**config.mk**
```make
export PLATFORM = sky130hd
export DESIGN_NAME = load_store_unit
export DESIGN_NICKNAME = d
export VERILOG_FILES = /design/src/rtl/lsu_pkg.sv /design/src/rtl/lsu_byte_lane.sv /design/src/rtl/load_store_unit.sv
export SDC_FILE = /design/constraint.sdc
export NUM_CORES = 1
export LEC_CHECK = 0
export CORE_MARGIN = 5
export CORE_UTILIZATION = 52
export DETAILED_ROUTE_END_ITERATION = 7
export GPL_TIMING_DRIVEN = 1
export PLACE_DENSITY = 0.9
export SYNTH_ARGS = -nofsm -noshare
export SYNTH_HDL_FRONTEND = slang
export SYNTH_SLANG_ARGS = --single-unit
```
**constraint.sdc**
```tcl
create_clock -name clk -period 4.2 [get_ports clk]
set_clock_uncertainty 0.05 [all_clocks]
set_input_delay 0.84 -clock clk [delete_from_list [all_inputs] [get_ports clk]]
set_output_delay 0.84 -clock clk [all_outputs]
set_load 0.02 [all_outputs]
```
**src/rtl/lsu_pkg.sv**
```systemverilog
// Shared types and constants for the load/store unit.
// Used by load_store_unit and lsu_byte_lane.
package lsu_pkg;
    localparam int BYTE_W = 8;

    typedef enum logic [1:0] {
        SZ_BYTE = 2'b00,
        SZ_HALF = 2'b01,
        SZ_WORD = 2'b10,
        SZ_ILL  = 2'b11
    } size_t;

    typedef enum logic [2:0] {
        IDLE,
        RD,
        CAP,
        WR,
        RESP
    } lsu_state_t;
endpackage

```
**src/rtl/lsu_byte_lane.sv**
```systemverilog
// Load lane extraction with sign/zero extension,
// and store lane merge for read-modify-write.
module lsu_byte_lane
    import lsu_pkg::*;
#(
    parameter int W  = 32,
    parameter int BA = 2
) (
    input  logic [W-1:0]  rword,
    input  logic [BA-1:0] off,
    input  size_t         size,
    input  logic          uns,
    input  logic [W-1:0]  wdata,
    output logic [W-1:0]  ext,
    output logic [W-1:0]  merged
);
    logic [BYTE_W-1:0]   b;
    logic [2*BYTE_W-1:0] h;

    always_comb begin
        b      = rword[BYTE_W*off +: BYTE_W];
        h      = rword[2*BYTE_W*off[BA-1:1] +: 2*BYTE_W];
        ext    = rword;
        merged = wdata;
        unique case (size)
            SZ_BYTE: begin
                ext = uns ? W'(b) : {{(W-BYTE_W){b[BYTE_W-1]}}, b};
                merged = rword;
                merged[BYTE_W*off +: BYTE_W] = wdata[BYTE_W-1:0];
            end
            SZ_HALF: begin
                ext = uns ? W'(h) : {{(W-2*BYTE_W){h[2*BYTE_W-1]}}, h};
                merged = rword;
                merged[2*BYTE_W*off[BA-1:1] +: 2*BYTE_W] =
                    wdata[2*BYTE_W-1:0];
            end
            default: begin
                ext    = rword;
                merged = wdata;
            end
        endcase
    end
endmodule

```
**src/rtl/load_store_unit.sv**
```systemverilog
// Byte/half/word load-store initiator for a single-port word memory.
// Define LSU_STATS_EN to add saturating load/store/error counters.
module load_store_unit
    import lsu_pkg::*;
#(
    parameter int W  = 32,
    parameter int N  = 5,
    parameter int BA = 2
) (
    input  logic         clk,
    input  logic         rst,
    input  logic         req_valid,
    output logic         req_ready,
    input  logic         req_write,
    input  logic [1:0]   req_size,
    input  logic         req_unsigned,
    input  logic [W-1:0] req_addr,
    input  logic [W-1:0] req_wdata,
    output logic         rsp_valid,
    output logic [W-1:0] rsp_rdata,
    output logic         rsp_err,
    output logic [N-1:0] address,
    output logic         MemRead,
    output logic         MemWrite,
    output logic [W-1:0] write_data,
    input  logic [W-1:0] read_data
`ifdef LSU_STATS_EN
    ,
    output logic [15:0]  stat_loads,
    output logic [15:0]  stat_stores,
    output logic [15:0]  stat_errors
`endif
);
    lsu_state_t    state, nxt;
    logic          wr_q, uns_q, err_q;
    size_t         size_q;
    logic [W-1:0]  wdata_q, word_q, rdata_q;
    logic [N-1:0]  idx_q;
    logic [BA-1:0] off_q;
    logic [W-1:0]  ext, merged;
    logic          accept, bad;
    logic [N-1:0]  idx_in;
    logic [BA-1:0] off_in;
    size_t         sz_in;

    assign idx_in = req_addr[BA+N-1:BA];
    assign off_in = req_addr[BA-1:0];
    assign sz_in  = size_t'(req_size);
    assign accept = (state == IDLE) && req_valid;

    always_comb begin
        bad = 1'b0;
        unique case (sz_in)
            SZ_ILL:  bad = 1'b1;
            SZ_HALF: bad = off_in[0];
            SZ_WORD: bad = |off_in;
            default: bad = 1'b0;
        endcase
        if (int'(idx_in) >= N) bad = 1'b1;
        if (|req_addr[W-1:BA+N]) bad = 1'b1;
    end

    lsu_byte_lane #(.W(W), .BA(BA)) u_lane (
        .rword  (read_data),
        .off    (off_q),
        .size   (size_q),
        .uns    (uns_q),
        .wdata  (wdata_q),
        .ext    (ext),
        .merged (merged)
    );

    always_comb begin
        nxt = state;
        unique case (state)
            IDLE: if (req_valid) begin
                if (bad)                                nxt = RESP;
                else if (!req_write || sz_in != SZ_WORD) nxt = RD;
                else                                    nxt = WR;
            end
            RD:      nxt = CAP;
            CAP:     nxt = wr_q ? WR : RESP;
            WR:      nxt = RESP;
            RESP:    nxt = IDLE;
            default: nxt = IDLE;
        endcase
    end

    always_ff @(posedge clk) begin
        if (rst) begin
            state   <= IDLE;
            wr_q    <= 1'b0;
            uns_q   <= 1'b0;
            err_q   <= 1'b0;
            size_q  <= SZ_BYTE;
            wdata_q <= '0;
            word_q  <= '0;
            rdata_q <= '0;
            idx_q   <= '0;
            off_q   <= '0;
        end else begin
            state <= nxt;
            if (accept) begin
                wr_q    <= req_write;
                uns_q   <= req_unsigned;
                size_q  <= sz_in;
                wdata_q <= req_wdata;
                word_q  <= req_wdata;
                idx_q   <= idx_in;
                off_q   <= off_in;
                err_q   <= bad;
                rdata_q <= '0;
            end
            // Loads capture the extended lane; sub-word stores build the merge.
            if (state == CAP) begin
                if (wr_q) word_q  <= merged;
                else      rdata_q <= ext;
            end
        end
    end

    assign req_ready  = (state == IDLE);
    assign MemRead    = (state == RD);
    assign MemWrite   = (state == WR);
    assign address    = (state == RD || state == WR) ? idx_q : '0;
    assign write_data = (state == WR) ? word_q : '0;
    assign rsp_valid  = (state == RESP);
    assign rsp_err    = (state == RESP) && err_q;
    assign rsp_rdata  = (state == RESP) ? rdata_q : '0;

`ifdef LSU_STATS_EN
    always_ff @(posedge clk) begin
        if (rst) begin
            stat_loads  <= '0;
            stat_stores <= '0;
            stat_errors <= '0;
        end else if (state == RESP) begin
            if (err_q) begin
                if (stat_errors != 16'hFFFF) stat_errors <= stat_errors + 16'd1;
            end else if (wr_q) begin
                if (stat_stores != 16'hFFFF) stat_stores <= stat_stores + 16'd1;
            end else begin
                if (stat_loads != 16'hFFFF) stat_loads <= stat_loads + 16'd1;
            end
        end
    end
`endif
endmodule

```
==> impl_metrics.csv, run 1 <==
group,metric,value,unit
status,result_of_the_run,"finished clean",
clocking,clock_tree.root_cell,"clkbuf_16",
timing,rsz0062_at_grt,"no",
placed_design,placedInstanceArea,7755,um2
timing,hold_viol,0,
finish,layoutNonFillerInstCount,1041,
yosys,synthCells,767,
setup_path,critical_path_peak_fanout,31,
floorplanning,initial_utilization,0.5292,
global_routing,globalRouteOverflowTotal,0,
min_path,worstHoldPathType,"flop to flop",
power,clockPowerShare,0.356,
setup_path,timing.critical_path.arrival,2.60,ns
yosys,syn-mean-instance-area,7.845,um2
yosys,synth-seq-cells,111,
timing,worst_slack,0.7110,ns
timing,setup_tns,0,ns
placed_design,numPortBuffers,176,
power,power-per-cell-area,293.1,nW/um2
detailed_routing,drc,0,
global_routing,global_route_wire_length_before_repair,31.61,mm
yosys,ys_types,53,
placed_design,count_of_placed_standard_cells_including_taps,1025,
clocking,post_cts.repair.setup_buffers,0,
detailed_routing,wl_cell,19.29,um
yosys,yosys.area.top_type,"dfxtp_1",
timing,period_needed,3.489,ns
power,pwr-share-seq,0.484,
detailed_routing,ant_nets,0,
detailed_routing,finalWirelength,20.08,mm
yosys,ys_top_cells_by_area,"dfxtp_1 37%, a21oi_1 10%, nand2_1 8.5%",
detailed_routing,vias,6404,
power,power.share.combinational,0.160,
finish,insertedDiodeCount,0,
placed_design,placer_congestion_estimate,0.9439,
floorplanning,fp.dieH,117.6,um
clocking,clock_latency,0.35,ns
yosys,synth_sequential_area_ratio,0.3693,
timing,max_clock_freq,286.6,MHz
power,total_switching_power,660.0,uW
finish,synthToLayoutAreaGrowth,33.73,%
global_routing,antenna_found_initial,0,
placed_design,dp_hpwl,14.28,mm
global_routing,globalRouteTotalUtil,0.2743,
power,report.power.total,2.359,mW
power,internal-power,1.699,mW
timing,timing.final.setup_violations,0,
clocking,cts-buffers-inserted,9,
finish,layout-drive-gt1-share,0.05234,
global_routing,grt_max_degree,75,
clocking,cts_hold_buffers,0,
yosys,synthFlopType,"dfxtp_1",
clocking,cts_max_level,3,
floorplanning,die-width,117.6,um
timing,timing.final.crit_share,0.8307,
floorplanning,die_area,13820,um2
finish,fin_nets,1001,
yosys,synthesis.area,6017,um2
power,vdd_ir_drop_max,195.6,uV
clocking,cts.sink_count,111,
clocking,cts.path.max_buffers,2,
timing,whs,0.4054,ns
power,p_sw_frac,0.2798,
floorplanning,design.portCount,177,
yosys,synth_top_area_frac,0.3693,
floorplanning,core,11370,um2
detailed_routing,drt_pre_antenna_iters,7,
finish,final.fill_count,872,
yosys,synth_async_sr_flop_share,0,
yosys,synth-warning-count,0,
clocking,cts.repair.resized,0,
setup_path,worstSetupEndpointType,"output port",
yosys,synth.net_count,875,
timing,drv_slew,0,
detailed_routing,viasPerCell,6.152,
floorplanning,placementRows,39,
setup_path,setup.worst_path.start_class,"flop",
finish,utilization,0.7077,
setup_path,r2r_slack,1.52,ns
timing,worst_slew_pin_slew,0.8027,ns
setup_path,worst-endpoint-required,3.31,ns
yosys,yosys.cell_count.top_type,"nand2_1",
global_routing,grt_pass1_vias,6042,
timing,slew-limit-headroom,0.4638,
clocking,cts.reportedPaths.clkPinSlew,0.07,ns
detailed_routing,drt_iter0_drc,783,
clocking,tritoncts,"built",
setup_path,critPathKind,"flop to output port",
yosys,synth-edff-count,0,
job,timing.max_cap.violations,0,
yosys,ys_top_cells_by_count,"137 x nand2_1, 120 x a21oi_1, 111 x dfxtp_1",
finish,final_design_area_no_fill,8046,um2
placed_design,detailedPlace.worstSlack,1.117,ns
power,total_leakage_power,2.960,nW
final timing paths:
check	startpoint	cells after the start	end
worst max register to register	state[1]	6	word_q[30]
worst min register to register	idx_q[4]	2	idx_q[4]
worst max-delay path	state[0]	4	write_data[20]
worst min-delay path	idx_q[4]	2	idx_q[4]
final cells by class:
class                   instances  area (um2)  area share
clock buffers                  10       239.0     0.02970
repair buffers                187        1842      0.2289
well taps                     143       178.9     0.02224
inverters                       2       7.507   0.0009330
flip-flops and latches        111        2223      0.2763
clock inverters                 6       52.55    0.006531
multi-input cells             582        3503      0.4354
power by group through the flow:
stage	Clock (mW)	Sequential, mW	Combinational [mW]
after detailed placement	0	1.16	0.363
after global placement	0	1.16	0.358
final	0.840	1.14	0.376
after CTS	0.840	1.14	0.369
after floorplan	0	1.14	0.211
after global routing	0.882	1.14	0.404
layer usage:
layer / share of wire / GRT usage
met1: 0.40 / 0.3621
met5: 0 / 0
met2: 0.46 / 0.4374
met4: 0.032 / 0.1118
met3: 0.11 / 0.05670
critical path, stage by stage (launching register included):
cell	delay (ns)
dfxtp_1	0.64
nor2b_2	0.39
buf_4	0.34
and3_1	0.22
clkdlybuf4s50_1	0.64
cells by family (layout without fill, tap and decap cells):
logic type / count (synthesis) / after routing / synth area share
and+or+nand+nor: 320 / 320 / 0.2816
AOI/OAI and AO/OA: 237 / 237 / 0.2491
DFF: 111 / 111 / 0.3693
buffers and inverters: 74 / 205 / 0.05427
muxes: 20 / 20 / 0.03535
adders and majority gates: 5 / 5 / 0.01040
registers in the layout (all words and copies together), names as in the netlist:
register and flops:
rdata_q 32, wdata_q 32, word_q 32, idx_q 5
state 3, off_q 2, size_q 2, err_q 1
uns_q 1, wr_q 1
layout by cell type (no fill, tap or decap), types with 8 or more instances in the layout:
master and instances:
nand3_1 12, nor2_1 19, and3_1 33, nor2b_1 13, mux2i_1 19, or3_1 9, a21o_1 9, buf_4 12
nor4b_1 9, o21ai_0 14, clkbuf_16 9, dfxtp_1 110, and2_1 48, a211oi_1 41, nand2_1 137, a31oi_1 8
a221oi_1 31, a21oi_1 120, clkdlybuf4s50_1 175
No activity file was read; power rests on OpenSTA's default activity.
==> inputs of run 2 (changes only) <==
--- a/config.mk
+++ b/config.mk
@@ -6,10 +6,10 @@
 export NUM_CORES = 1
 export LEC_CHECK = 0
 export CORE_MARGIN = 5
-export CORE_UTILIZATION = 52
+export CORE_UTILIZATION = 43
 export DETAILED_ROUTE_END_ITERATION = 7
 export GPL_TIMING_DRIVEN = 1
-export PLACE_DENSITY = 0.9
+export PLACE_DENSITY = 0.8
 export SYNTH_ARGS = -nofsm -noshare
 export SYNTH_HDL_FRONTEND = slang
 export SYNTH_SLANG_ARGS = --single-unit
==> constraint.sdc (replaced) <==
create_clock -name clk -period 3.2 [get_ports clk]
set_clock_uncertainty 0.05 [all_clocks]
set_input_delay 0.64 -clock clk [delete_from_list [all_inputs] [get_ports clk]]
set_output_delay 0.64 -clock clk [all_outputs]
set_load 0.02 [all_outputs]
==> run 2 against run 1 <==
Non-clock buffer count up 7. Highest routed layer unchanged. Count of clock-buffer cells in the layout unchanged. Critical path type unchanged. Hold slack about the same.
==> impl_metrics.csv, run 2 (same netlist as run 1, synthesis figures left out) <==
group,metric,value,unit
setup_path,worst-endpoint-required,2.51,ns
setup_path,setup.worst_path.start_class,"flop",
setup_path,critical-path-max-stage-delay,0.67,ns
job,timing.max_cap.violations,0,
detailed_routing,drt_iter0_drc,855,
clocking,cts-buffers-inserted,9,
setup_path,r2r_slack,0.64,ns
finish,insertedDiodeCount,0,
setup_path,timing.reg2reg.worst_path_depth,6,
setup_path,worstSetupEndpointType,"output port",
timing,timing.final.setup_violations,0,
finish,fin_nets,1008,
status,result_of_the_run,"finished clean",
clocking,post_cts.repair.setup_buffers,0,
floorplanning,core,13830,um2
detailed_routing,drc,0,
finish,synthToLayoutAreaGrowth,36.18,%
min_path,worstHoldStart,"idx_q[2]",
clocking,cts.repair.resized,0,
setup_path,timing.critical_path.arrival,2.35,ns
setup_path,critPathKind,"flop to output port",
timing,timing.final.crit_share,0.9491,
finish,layoutNonFillerInstCount,1085,
clocking,clock_tree.root_cell,"clkbuf_16",
timing,worst_slack,0.1629,ns
timing,period_needed,3.037,ns
finish,final_common_cell,"clkdlybuf4s50_1",
floorplanning,die_area,16460,um2
detailed_routing,vias,6354,
timing,setup_tns,0,ns
placed_design,placer_congestion_estimate,0.9733,
global_routing,global_route_wire_length_before_repair,32.44,mm
floorplanning,die-width,128.3,um
floorplanning,placementRows,43,
detailed_routing,finalWirelength,20.68,mm
timing,whs,0.4056,ns
placed_design,dp_hpwl,15.17,mm
timing,rsz0062_at_grt,"no",
finish,layout.cells.most_common_list,"175 x clkdlybuf4s50_1, 137 x nand2_1, 120 x a21oi_1, 110 x dfxtp_1, 48 x and2_1",
global_routing,grt_max_degree,84,
setup_path,critPathSlowestCell,"clkdlybuf4s50_1",
clocking,cts_max_level,3,
finish,largest_registers,"rdata_q (32), wdata_q (32), word_q (32)",
global_routing,globalRouteTotalUtil,0.2472,
placed_design,detailedPlace.worstSlack,0.5224,ns
floorplanning,design.portCount,177,
detailed_routing,wl_cell,19.06,um
clocking,clock_latency,0.36,ns
clocking,cts.sink_count,111,
min_path,worstHoldPathType,"flop to flop",
placed_design,numPortBuffers,176,
min_path,min_delay_worst_endpoint,"idx_q[2]",
global_routing,grt_pass1_vias,6014,
timing,max_clock_freq,329.3,MHz
global_routing,globalRouteOverflowTotal,0,
timing,worst_slew_pin_slew,0.7870,ns
floorplanning,fp.dieH,128.3,um
power,vdd_ir_drop_max,221.9,uV
power,power-per-cell-area,392.1,nW/um2
detailed_routing,viasPerCell,5.856,
placed_design,count_of_placed_standard_cells_including_taps,1069,
clocking,cts_hold_buffers,0,
setup_path,critical_path_peak_fanout,17,
setup_path,r2r-end,"word_q[4]",
power,total_leakage_power,3.024,nW
clocking,tritoncts,"built",
floorplanning,initial_utilization,0.4352,
min_path,min_delay_path_depth,2,
setup_path,worstReg2RegStart,"off_q[0]",
global_routing,antenna_found_initial,0,
timing,drv_slew,0,
finish,final.fill_count,1249,
setup_path,path_cells,"nor2b_2, buf_4, nor2b_1, clkdlybuf4s50_1",
timing,hold_viol,0,
finish,layout-drive-gt1-share,0.05967,
timing,slew-limit-headroom,0.4713,
clocking,cts.path.max_buffers,2,
detailed_routing,ant_nets,0,
detailed_routing,drt_pre_antenna_iters,5,
clocking,cts.reportedPaths.clkPinSlew,0.08,ns
## run 2: changes by cell type in the layout (fill, tap and decap cells not counted)
cell,delta
inv_6,+1
clkinv_4,-1
inv_8,-1
buf_4,+6
buf_12,+1
clkinv_8,+2
bufinv_16,+1
clkinvlp_4,-2
## run 2: power by group
part	internal [mW]	switching (mW)	leakage, nW
Sequential	1.44	0.0563	0.908
Clock	0.650	0.564	0.159
Combinational	0.233	0.270	1.96
## run 2: layout make-up
class / instances / area [um2] / area share
clock inverters: 6 / 88.84 / 0.01084
inverters: 2 / 7.507 / 0.0009162
clock buffers: 10 / 239.0 / 0.02916
well taps: 180 / 225.2 / 0.02749
multi-input cells: 582 / 3503 / 0.4275
flip-flops and latches: 111 / 2223 / 0.2713
repair buffers: 194 / 1907 / 0.2327
## run 2: critical path: cells and delay by family (launching register included)
| kind | cells | cell delay (ns) |
|---|---|---|
| buffers and inverters | 2 | 0.95 |
| and+or+nand+nor | 2 | 0.68 |
| DFF | 1 | 0.35 |
## run 2: worst max path at each step
stage               slack, ns  cells after the start             to      from
floorplan                0.91                      4  rsp_rdata[22]  state[1]
global placement         0.52                      4        MemRead  state[2]
detailed placement       0.52                      4        MemRead  state[2]
CTS                      0.13                      4        MemRead  state[2]
global route             0.05                      4        MemRead  state[2]
finish                   0.16                      4        MemRead  state[2]
## run 2: through the flow
| stage | utilization | cell area, um2 | power [mW] |
|---|---|---|---|
| final | 0.5926 | 8194 | 3.213 |
| after global routing | 0.5926 | 8194 | 3.324 |
| after CTS | 0.5926 | 8194 | 3.202 |
| after detailed placement | 0.5689 | 7866 | 2.020 |
| after global placement | 0.5689 | 7866 | 2.016 |
| after floorplan | - | 6017 | 1.774 |
## run 2: layer usage
metal	vias up	track usage	routed length [um]
met5	-	0	0
met4	0	0.08677	703
li1	3033	-	-
met1	2946	0.3375	8739
met3	59	0.04833	1877
met2	316	0.3889	9357
==> inputs of run 3 (changes only) <==
--- a/config.mk
+++ b/config.mk
@@ -8,8 +8,10 @@
 export CORE_MARGIN = 5
 export CORE_UTILIZATION = 43
 export DETAILED_ROUTE_END_ITERATION = 7
+export GPL_ROUTABILITY_DRIVEN = 1
 export GPL_TIMING_DRIVEN = 1
 export PLACE_DENSITY = 0.8
+export SLEW_MARGIN = 20
 export SYNTH_ARGS = -nofsm -noshare
 export SYNTH_HDL_FRONTEND = slang
 export SYNTH_SLANG_ARGS = --single-unit
==> results of run 3 <==
No change in the layout: final DEF, timing and power equal those of run 2.
